**src/rtl/tx_port_gate_arbiter.sv**
```systemverilog
// tx_port_gate_arbiter: shares one TX engine among C_NUM_CHNL gate FIFOs.
// Whole framed transactions are granted round-robin and re-tagged per word.
// Ports:
//   CLK, RST_N      clock, async active-low reset
//   GATE_RD_DATA    per-gate FWFT word, MSB is the ctrl flag
//   GATE_RD_EMPTY   per-gate empty; word valid while low
//   GATE_RD_EN      per-gate pop (one-hot or zero)
//   OUT_DATA/KIND/CHNL/VALID, OUT_READY   registered valid/ready output
//   OUT_ERR         one-cycle framing error pulse (word dropped)
//   BUSY            a transaction is currently granted
module tx_port_gate_arbiter #(
    parameter int  C_NUM_CHNL   = 4,
    parameter int  C_DATA_WIDTH = 32,
    localparam int C_CHNL_W     = (C_NUM_CHNL > 1) ? $clog2(C_NUM_CHNL) : 1
) (
    input  logic                                   CLK,
    input  logic                                   RST_N,
    input  logic [C_NUM_CHNL*(C_DATA_WIDTH+1)-1:0] GATE_RD_DATA,
    input  logic [C_NUM_CHNL-1:0]                  GATE_RD_EMPTY,
    output logic [C_NUM_CHNL-1:0]                  GATE_RD_EN,
    output logic [C_DATA_WIDTH-1:0]                OUT_DATA,
    output logic [1:0]                             OUT_KIND,
    output logic [C_CHNL_W-1:0]                    OUT_CHNL,
    output logic                                   OUT_VALID,
    input  logic                                   OUT_READY,
    output logic                                   OUT_ERR,
    output logic                                   BUSY
);

    typedef enum logic {S_IDLE, S_XFER} state_e;
    typedef enum logic [1:0] {P_LEN, P_OFF, P_BODY, P_END2} phase_e;

    localparam logic [1:0] K_DATA = 2'd0;
    localparam logic [1:0] K_LEN  = 2'd1;
    localparam logic [1:0] K_OFF  = 2'd2;
    localparam logic [1:0] K_END  = 2'd3;

    state_e                  state_q, state_d;
    phase_e                  phase_q, phase_d;
    logic [C_CHNL_W-1:0]     grant_q, grant_d;
    logic [C_CHNL_W-1:0]     last_q, last_d;
    logic [31:0]             count_q, count_d;
    logic                    out_valid_q, out_valid_d;
    logic [C_DATA_WIDTH-1:0] out_data_q, out_data_d;
    logic [1:0]              out_kind_q, out_kind_d;
    logic [C_CHNL_W-1:0]     out_chnl_q, out_chnl_d;
    logic                    out_err_q, out_err_d;

    logic [C_DATA_WIDTH:0]   gate_word [C_NUM_CHNL];
    logic [C_DATA_WIDTH:0]   rd_word;
    logic                    rd_ctrl;
    logic                    pop;

    logic                    rr_found;
    logic [C_CHNL_W-1:0]     rr_pick;
    logic [C_CHNL_W-1:0]     rr_sel;
    int                      rr_idx;

    logic                    emit;
    logic [1:0]              emit_kind;
    logic [C_DATA_WIDTH-1:0] emit_data;

    always_comb begin
        for (int g = 0; g < C_NUM_CHNL; g++) begin
            gate_word[g] = GATE_RD_DATA[g*(C_DATA_WIDTH+1) +: C_DATA_WIDTH+1];
        end
    end

    assign rd_word = gate_word[grant_q];
    assign rd_ctrl = rd_word[C_DATA_WIDTH];

    // Pop only when the output stage is free or being drained this cycle.
    assign pop = (state_q == S_XFER) && !GATE_RD_EMPTY[grant_q]
              && (!out_valid_q || OUT_READY);

    always_comb begin
        GATE_RD_EN = '0;
        if (pop) begin
            GATE_RD_EN[grant_q] = 1'b1;
        end
    end

    // Search upward from the gate after the last completed grant, wrapping.
    always_comb begin
        rr_found = 1'b0;
        rr_pick  = last_q;
        rr_idx   = 0;
        rr_sel   = '0;
        for (int i = 1; i <= C_NUM_CHNL; i++) begin
            rr_idx = (int'(last_q) + i) % C_NUM_CHNL;
            rr_sel = rr_idx[C_CHNL_W-1:0];
            if (!rr_found && !GATE_RD_EMPTY[rr_sel]) begin
                rr_found = 1'b1;
                rr_pick  = rr_sel;
            end
        end
    end

    always_comb begin
        state_d     = state_q;
        phase_d     = phase_q;
        grant_d     = grant_q;
        last_d      = last_q;
        count_d     = count_q;
        out_valid_d = out_valid_q && !OUT_READY;
        out_data_d  = out_data_q;
        out_kind_d  = out_kind_q;
        out_chnl_d  = out_chnl_q;
        out_err_d   = 1'b0;
        emit        = 1'b0;
        emit_kind   = K_DATA;
        emit_data   = rd_word[C_DATA_WIDTH-1:0];

        unique case (state_q)
            S_IDLE: begin
                if (rr_found) begin
                    grant_d = rr_pick;
                    phase_d = P_LEN;
                    state_d = S_XFER;
                end
            end
            S_XFER: begin
                if (pop) begin
                    unique case (phase_q)
                        P_LEN: begin
                            if (rd_ctrl) begin
                                emit      = 1'b1;
                                emit_kind = K_LEN;
                                phase_d   = P_OFF;
                            end else begin
                                out_err_d = 1'b1;
                            end
                        end
                        P_OFF: begin
                            if (rd_ctrl) begin
                                emit      = 1'b1;
                                emit_kind = K_OFF;
                                count_d   = '0;
                                phase_d   = P_BODY;
                            end else begin
                                out_err_d = 1'b1;
                            end
                        end
                        P_BODY: begin
                            // First end marker is swallowed silently.
                            if (!rd_ctrl) begin
                                emit      = 1'b1;
                                emit_kind = K_DATA;
                                count_d   = count_q + 32'd1;
                            end else begin
                                phase_d = P_END2;
                            end
                        end
                        P_END2: begin
                            if (rd_ctrl) begin
                                emit      = 1'b1;
                                emit_kind = K_END;
                                emit_data = C_DATA_WIDTH'(count_q);
                                state_d   = S_IDLE;
                                last_d    = grant_q;
                                phase_d   = P_LEN;
                            end else begin
                                out_err_d = 1'b1;
                            end
                        end
                    endcase
                end
            end
        endcase

        if (emit) begin
            out_valid_d = 1'b1;
            out_data_d  = emit_data;
            out_kind_d  = emit_kind;
            out_chnl_d  = grant_q;
        end
    end

    always_ff @(posedge CLK or negedge RST_N) begin
        if (!RST_N) begin
            state_q     <= S_IDLE;
            phase_q     <= P_LEN;
            grant_q     <= '0;
            last_q      <= C_CHNL_W'(C_NUM_CHNL - 1);
            count_q     <= '0;
            out_valid_q <= 1'b0;
            out_data_q  <= '0;
            out_kind_q  <= '0;
            out_chnl_q  <= '0;
            out_err_q   <= 1'b0;
        end else begin
            state_q     <= state_d;
            phase_q     <= phase_d;
            grant_q     <= grant_d;
            last_q      <= last_d;
            count_q     <= count_d;
            out_valid_q <= out_valid_d;
            out_data_q  <= out_data_d;
            out_kind_q  <= out_kind_d;
            out_chnl_q  <= out_chnl_d;
            out_err_q   <= out_err_d;
        end
    end

    assign OUT_VALID = out_valid_q;
    assign OUT_DATA  = out_data_q;
    assign OUT_KIND  = out_kind_q;
    assign OUT_CHNL  = out_chnl_q;
    assign OUT_ERR   = out_err_q;
    assign BUSY      = (state_q == S_XFER);

endmodule

```
**config.mk**
```make
export PLATFORM = sky130hd
export DESIGN_NAME = tx_port_gate_arbiter
export DESIGN_NICKNAME = d
export VERILOG_FILES = /design/src/rtl/tx_port_gate_arbiter.sv
export SDC_FILE = /design/constraint.sdc
export NUM_CORES = 1
export LEC_CHECK = 0
export ABC_AREA = 1
export ABC_CLOCK_PERIOD_IN_PS = 3500
export BUFFER_PORTS_ARGS = -buffer_cell sky130_fd_sc_hd__buf_2
export CAP_MARGIN = 25
export CORE_ASPECT_RATIO = 0.75
export CORE_MARGIN = 1
export CORE_UTILIZATION = 55
export DETAILED_ROUTE_END_ITERATION = 10
export PLACE_DENSITY = 0.84
export SLEW_MARGIN = 20
export SYNTH_ARGS = -nofsm -noshare
export SYNTH_HDL_FRONTEND = slang
export SYNTH_SLANG_ARGS = --single-unit
```
**constraint.sdc**
```tcl
create_clock -name CLK -period 3.5 [get_ports CLK]
set_clock_uncertainty 0.2 [all_clocks]
set_input_delay 0.875 -clock CLK [delete_from_list [all_inputs] [get_ports CLK]]
set_output_delay 0.875 -clock CLK [all_outputs]
set_load 0.02 [all_outputs]
```
# Word level (Yosys, flattened, before mapping)
# Cells that the tools add are included.
dict set report totals {
  register_bits 77
  input_bits 139
  output_inout_bits 43
  wordCells 116
}
dict set report classes {
  addsub 5
  order_cmp 7
  n_eq_ne 11
  mux 58
  bitwise_logic 2
  n_reduce_logical 23
}
# cell count
set ops {}
lappend ops {{$mux 32} 6}
lappend ops {{$bmux 33 s2} 1}
lappend ops {{$mux 33} 2}
lappend ops {{$pmux 32 s2} 1}
lappend ops {{$add 32x1->32 const B} 1}
lappend ops {{$mux 2} 14}
lappend ops {{$mux 1} 22}
lappend ops {{$pmux 2 s4} 2}
lappend ops {{$lt 2x3->1 const B} 5}
lappend ops {{$ne 3x3->1 const B} 4}
lappend ops {{$bmux 1 s2} 5}
lappend ops {{$logic_not 1->1} 8}
lappend ops {{$logic_and 1x1->1} 7}
lappend ops {{$ne 2x2->1 const B} 3}
lappend ops {{$reduce_and 6->1} 1}
lappend ops {{$reduce_and 5->1} 1}
lappend ops {{$add 2x1->2 const B} 2}
lappend ops {{$add 2x2->2 const B} 2}
lappend ops {{$eq 2x2->1 const B} 2}
lappend ops {{$mux 4} 1}
lappend ops {{$pmux 1 s2} 2}
lappend ops {{$pmux 2 s2} 1}
lappend ops {{$reduce_and 4->1} 1}
lappend ops {{$ge 3x3->1 const B} 1}
lappend ops {{other kinds (11)} 11}

# Logic depth before layout (Yosys ltp)
# Gate-level depths: netlist of the first run.
dict set report logic_depth {
  ltp_word 14
  ltp_mapped 13
  ltp_nobuf 12
}

# Worst setup path before layout of the first run
# Ideal clock, no wire load.
dict set report synth_path {
  path_kind {input-to-output}
  startpoint {input port OUT_READY}
  endpoint {output port GATE_RD_EN[0]}
  t_arrival_ns 1.569
  slack_ns 0.856
  cell_stages 6
  n_path_buf 0
  cell_sequence {inv_1 > nand2_1 > nand3_1 > inv_1 > nand2_1 > nor2_1}
}
dict set report synth_via {
  elab_chain_cells 3
}
# item line_no
set synth_rtl {}
lappend synth_rtl {{start: declaration} 25} ;# input logic OUT_READY,
lappend synth_rtl {{$logic_or 1x1->1} 74} ;# && (!out_valid_q || OUT_READY);
lappend synth_rtl {{$logic_and 1x1->1} 74}
lappend synth_rtl {{$mux 4} 78} ;# if (pop) begin
lappend synth_rtl {{end: declaration} 20} ;# output logic [C_NUM_CHNL-1:0] GATE_RD_EN,
# No other way between the ends.

# Worst setup path in the final report of the first run
dict set report layout_path {
  startpoint {register grant_q[1]}
  endpoint {output port GATE_RD_EN[1]}
}
dict set report layout_via {
  elab_chain_cells 6
  elab_cells_between_ends 11
  cone_classes {order compare: 2; mux: 5; reduce/logical: 4}
}
# item line_no
set layout_rtl {}
lappend layout_rtl {{start: declaration} 40} ;# logic [C_CHNL_W-1:0] grant_q, grant_d;
lappend layout_rtl {{start signal: assignment} 194} ;# grant_q <= grant_d;
lappend layout_rtl {{branches (longest 5 deep; another with $lt 2x3->1)} n/a}
lappend layout_rtl {{$mux 4 (*)} 78}
# Every way passes the cells marked *. The select of a mux whose other input is x is not followed.

==> summary.txt, run 1 <==
CTS
  • CTS tree: yes
  • Post-CTS Setup Inserts: 0
  • # hold bufs at CTS: 0
  • Worst-Skew Late Latency: 0.34 ns
  • PostCTS Resize Cnt: 0
  • Clk root buf: clkbuf_16
  • Clk slew on worst S/H paths: 0.06 ns
  • CTS H-tree lvls: 3
  • Clk sinks: 77
  • Cts bufs inserted: 9
  • Max Root-Sink Buffers: 2

Synthesis
  • Area contributors post-synth: dfrtp_1 35%, nand2_1 29%, nand3_1 4.5%, inv_1 4.3%, nor2_1 4.2%
  • Post-synthesis sequential area ratio: 0.358
  • Synth top cells by count: 417 x nand2_1, 75 x dfrtp_1, 62 x inv_1, 61 x nor2_1, 48 x nand3_1
  • Asr flop ratio synth: 1.00
  • Post-Synthesis Cells: 855
  • Synthesized area per cell: 6.30 µm²
  • Yosys reg bits: 77
  • Mapped Area: 5390 µm²
  • Top cell type by total area after synthesis: dfrtp_1
  • Synth Net Count: 1001
  • Synth top area share: 0.348
  • Number of synthesized flops with an enable pin: 0
  • Post-synthesis cell type count: 32
  • Top_reg_cell synth: dfrtp_1
  • Most frequent cell after synthesis: nand2_1
  • Synth Warn #: 0

Finish
  • Reg area: 1930 µm²
  • Util after Layout: 0.720
  • Layout filler cell count: 815
  • Area of the multi-input gates: 3050 µm²
  • Area growth syn-to-layout: 23.9%
  • Layout cell share with drive strength beyond 1: 0.219
  • Nets@finish: 1167
  • N_diodes: 0

Place
  • Post-place setup slack: 0.629 ns
  • Post-DP HPWL: 13700 µm
  • PortBufs: 181
  • Routability Congestion: 0.987

Run
  • Max-cap violations: 0

GRT
  • Global routing's busiest layer: met2
  • Initial antenna violation count: 0
  • Tot GR Track Use: 0.375
  • Met1 Track Usage GR: 0.501
  • GRT overflow: 0
  • GRT met2 Usage: 0.586
  • Global-route wire length before repair: 28800 µm
  • Vias in the first global route: 5849
  • Pin count of the biggest net entering global routing: 78
  • GR Util met3: 0.104

Power and ir drop
  • P_sw: 2.69 mW
  • Net Sw Frac: 0.508
  • Clock network fraction of total power: 0.167
  • P_leak: 3.58 nW
  • VDD IR max: 0.428 mV
  • Flop pwr share: 0.260
  • Pwr Total: 5.29 mW
  • Internal power: 2.60 mW
  • Power Dens Cells: 792 nW/µm²
  • Comb pwr share: 0.573

Timing
  • Minimum clock period: 2.99 ns
  • Slew Limit Fails: 0
  • RSZ-0062 raised after global routing: false
  • Setup violations, final: 0
  • Max Clk Rate: 335 MHz
  • Worst Max-Slew Pin Slew: 0.640 ns
  • Final hold violations: 0
  • Final WS setup: 0.511 ns
  • Fin Setup TNS: 0 ns
  • Final period util: 0.854
  • Hold WS: 0.238 ns
  • Relative slew slack: 0.573

Detailed routing
  • DR vias/cell: 5.57
  • Final WL: 18100 µm
  • DRT antenna net count: 0
  • DR DRC count: 0
  • DR iter-0 viols: 714
  • Vias post-DR: 6427
  • DRT Pass-1 Iters: 5
  • Routed WL per cell: 15.7 µm

Floorplan
  • Starting density of the core: 0.581
  • Die X: 116 µm
  • Die Ht: 87.7 µm
  • Core ar.: 9270 µm²
  • DIE AREA: 10200 µm²
  • Std cell rows: 30
  • Ports: 182

Worst setup path
  • Critical path required time: 2.42 ns
  • Reg-to-Reg Start: grant_q[1]$_DFFE_PN0P_
  • Crit Path Class: reg2out
  • RR Endpoint: OUT_DATA[1]$_DFFE_PN0P_
  • R2r worst-path depth: 10
  • Critical Path AT: 1.91 ns
  • R2R Setup Slk: 0.66 ns
  • CP Launch Type: register
  • Crit end category: output pin
  • Maximum fanout along the worst path: 8

Hold path
  • Hold Crit Class: in2async

Outcome
  • Status: finished clean
## stage by stage
step	cells	area, µm²
after global placement	1137	6370
after floorplan	855	5390
final	1154	6680
after detailed placement	1137	6370
after global routing	1154	6680
after CTS	1153	6650
## cells by family (layout without fill, tap and decap cells)
group	count (synthesis)	count (layout)	share of synthesized area
flip-flops	77	77	0.358
AND/OR/NAND/NOR	555	555	0.409
AO/OA/AOI/OAI	100	100	0.117
buffers and inverters	102	273	0.0769
adder cells (fa/ha/maj)	7	7	0.0163
XOR/XNOR	14	14	0.0228
## metal layers
metal / routed length (µm) / share of wire
met3: 1890 / 0.10
met5: 0 / 0
met2: 7960 / 0.44
met1: 7740 / 0.43
met4: 536 / 0.030
## power groups by stage
stage	registers, mW	clock network [mW]	logic (mW)
after detailed placement	1.37	0	2.98
after floorplan	1.55	0	1.90
after CTS	1.37	0.887	2.99
after global placement	1.37	0	2.93
after global routing	1.40	0.926	3.38
final	1.38	0.885	3.03
## flip-flops by register name, summed over array words and instances (netlist names)
signal and cells:
BUSY 1, OUT_CHNL 2, OUT_DATA 32, OUT_ERR 1, OUT_KIND 2, OUT_VALID 1, count_q 32, grant_q 2
last_q 2, phase_q 2
## worst max-delay path by stage
stage                    endpoint  slack, ns  depth (start not counted)                   start
detailed placement  GATE_RD_EN[1]       0.63                          8               OUT_READY
floorplan           GATE_RD_EN[0]       0.86                          6               OUT_READY
global placement    GATE_RD_EN[0]       0.68                          8               OUT_READY
CTS                 GATE_RD_EN[0]       0.56                          7  grant_q[1]$_DFFE_PN0P_
global route        GATE_RD_EN[1]       0.40                          7  grant_q[1]$_DFFE_PN0P_
finish              GATE_RD_EN[1]       0.51                          7  grant_q[1]$_DFFE_PN0P_
## critical path, stage by stage, from the launching register on
cell,delay [ns]
dfrtp_1,0.52
inv_1,0.18
nand2_1,0.12
o22ai_1,0.10
nor2_1,0.10
nand2_1,0.21
nor2_1,0.16
buf_2,0.18
## layout by cell type (no fill, tap or decap), types with 3 or more instances in the layout
master,netlist,layout
nor2_1,61,59
clkbuf_16,0,9
a22oi_1,3,3
o21ai_1,11,11
a221oi_1,24,24
ha_1,7,7
buf_2,13,180
o21ai_0,23,23
xor2_1,13,13
nor3_1,17,17
o211ai_1,4,4
clkinv_2,0,3
buf_4,2,12
o21ai_2,3,3
nand3_1,48,48
a21oi_1,28,28
nand2_1,417,416
nor2_2,3,5
nand4_1,6,6
inv_1,62,62
dfrtp_1,75,75
## cell type report
cell class,instances,share of cell area
clock buffer,10,0.0358
clock inverter,6,0.00581
inverter,64,0.0360
multi-input combinational,676,0.457
sequential,77,0.289
tap,128,0.0240
timing repair buffer,193,0.153
No activity file was read; power rests on OpenSTA's default activity.
==> run 2: changes to the inputs <==
- CORE_MARGIN: 1 -> 8
==> summary.txt, run 2 (same netlist as run 1, synthesis figures left out) <==
Floorplan
  • Die X: 130 µm (+12%)
  • Std cell rows: 31 (+3.3%)
  • Ports: 182 (unchanged)
  • DIE AREA: 13300 µm² (+30%)
  • Die Ht: 102 µm (+16%)
  • Starting density of the core: 0.562 (-0.0187)
  • Core ar.: 9580 µm² (+3.3%)

Detailed routing
  • DRT antenna net count: 0 (unchanged)
  • Vias post-DR: 6335 (-1.4%)
  • DRT Pass-1 Iters: 5 (unchanged)
  • Final WL: 19200 µm (+6.0%)
  • DR iter-0 viols: 611 (-14%)
  • DR DRC count: 0 (unchanged)
  • Routed WL per cell: 16.6 µm (+5.6%)
  • DR vias/cell: 5.47 (-1.9%)

GRT
  • GRT overflow: 0 (unchanged)
  • GR Util met3: 0.0763 (-0.0275)
  • Pin count of the biggest net entering global routing: 78 (unchanged)
  • Vias in the first global route: 5977 (+2.2%)
  • Global-route wire length before repair: 30800 µm (+6.8%)
  • Met1 Track Usage GR: 0.405 (-0.0960)
  • Tot GR Track Use: 0.297 (-0.0780)
  • Initial antenna violation count: 1 (+1)
  • Global routing's busiest layer: met2
  • GRT met2 Usage: 0.463 (-0.124)

Finish
  • Design area: 6750 µm² (+1.0%)
  • Area growth syn-to-layout: 25.2%
  • Commonest non-fill, non-tap cell in the layout: nand2_1
  • Fin cells: 1159 (+0.43%)
  • Nets@finish: 1167 (unchanged)
  • Layout cell share with drive strength beyond 1: 0.218 (-0.000975)
  • Most frequent cells in the layout: 416 x nand2_1, 180 x buf_2, 75 x dfrtp_1, 62 x inv_1, 59 x nor2_1
  • Util after Layout: 0.704 (-0.0161)
  • Layout filler cell count: 862 (+5.8%)

Power and ir drop
  • VDD IR max: 0.487 mV (+14%)
  • Pwr Total: 5.45 mW (+3.1%)
  • P_leak: 3.61 nW (+0.63%)
  • Power Dens Cells: 808 nW/µm² (+2.0%)

CTS
  • PostCTS Resize Cnt: 0 (unchanged)
  • Cts bufs inserted: 9 (unchanged)
  • Post-CTS Setup Inserts: 0 (unchanged)
  • Clk sinks: 77 (unchanged)
  • Clk slew on worst S/H paths: 0.06 ns (about the same)
  • Clk root buf: clkbuf_16
  • Worst-Skew Late Latency: 0.33 ns (about the same)
  • CTS tree: yes
  • # hold bufs at CTS: 0 (unchanged)
  • Max Root-Sink Buffers: 2 (unchanged)
  • CTS H-tree lvls: 3 (unchanged)

Timing
  • Relative slew slack: 0.507 (-0.0663)
  • Worst Max-Slew Pin Slew: 0.739 ns (+0.0987 ns)
  • Fin Setup TNS: 0 ns (unchanged)
  • Minimum clock period: 3.06 ns (+0.0756 ns)
  • Final hold violations: 0 (unchanged)
  • Max Clk Rate: 326 MHz (-2.5%)
  • Slew Limit Fails: 0 (unchanged)
  • RSZ-0062 raised after global routing: false
  • Final period util: 0.876 (+0.0216)
  • Setup violations, final: 0 (unchanged)

Place
  • Post-DP HPWL: 15000 µm (+9.2%)
  • Routability Congestion: 0.943 (-4.5%)
  • Placed cells: 1141 (+0.35%)
  • PortBufs: 181 (unchanged)
  • Placed Area: 6390 µm² (+0.27%)

Worst setup path
  • RR Endpoint: OUT_DATA[1]$_DFFE_PN0P_
  • Crit-path slowest cell: dfrtp_1
  • Crit Path Class: reg2out
  • Maximum fanout along the worst path: 10 (+2)
  • Critical Path AT: 1.99 ns (+0.08 ns)
  • Top cell by count, worst path: nor2_1
  • CP peak stage delay: 0.47 ns (-0.05 ns)
  • Reg-to-Reg Start: grant_q[1]$_DFFE_PN0P_
  • Crit end category: output pin
  • R2r worst-path depth: 10 (unchanged)
  • Worst path cell trace: nor2_2, inv_1, nor2_1, nor2_1, nand2_1, nor2_1, buf_2
  • CP Launch Type: register
  • Critical path required time: 2.42 ns (about the same)
  • R2R Setup Slk: 0.64 ns (-0.02 ns)

Hold path
  • Hold Crit Class: in2async

Outcome
  • Status: finished clean

Run
  • Max-cap violations: 0 (unchanged)
==> run 2: area by class of cell <==
type,instances,area [µm²],area share
antenna,1,2.50,0.000371
clock inverter,5,83.8,0.0124
tap,132,165,0.0245
sequential,77,1930,0.286
timing repair buffer,193,1030,0.153
multi-input combinational,676,3050,0.452
clock buffer,11,243,0.0360
inverter,64,240,0.0356
==> run 2: layer usage <==
layer	part of all wire	up-vias
li1	-	3062
met1	0.44	2898
met2	0.45	353
met3	0.11	22
met4	0.014	0
met5	0	-
==> run 2: critical path: cells and delay by family, from the launching register on <==
family	cells	cell delay, ns
DFF	1	0.47
buffers and inverters	2	0.26
and+or+nand+nor	5	0.92
==> run 2: through the flow <==
stage | worst slack, ns | hold WS, ns
after floorplan | 0.856 | 0.270
after global placement | 0.633 | 0.257
after detailed placement | 0.625 | 0.261
after CTS | 0.432 | 0.278
after global routing | 0.263 | 0.238
final | 0.435 | 0.222
==> run 2: worst max path at each step <==
stage | startpoint | endpoint
2_1_floorplan | OUT_READY | GATE_RD_EN[0]
3_3_place_gp | GATE_RD_EMPTY[3] | GATE_RD_EN[3]
3_5_place_dp | GATE_RD_EMPTY[3] | GATE_RD_EN[1]
4_1_cts | grant_q[1]$_DFFE_PN0P_ | GATE_RD_EN[1]
5_1_grt | grant_q[1]$_DFFE_PN0P_ | GATE_RD_EN[1]
6_report | grant_q[1]$_DFFE_PN0P_ | GATE_RD_EN[2]
==> run 2: report_power, final <==
group,switching (mW),internal (mW)
sequential,0.197,1.16
clock,0.374,0.646
combinational,2.10,0.970
total,2.67,2.78
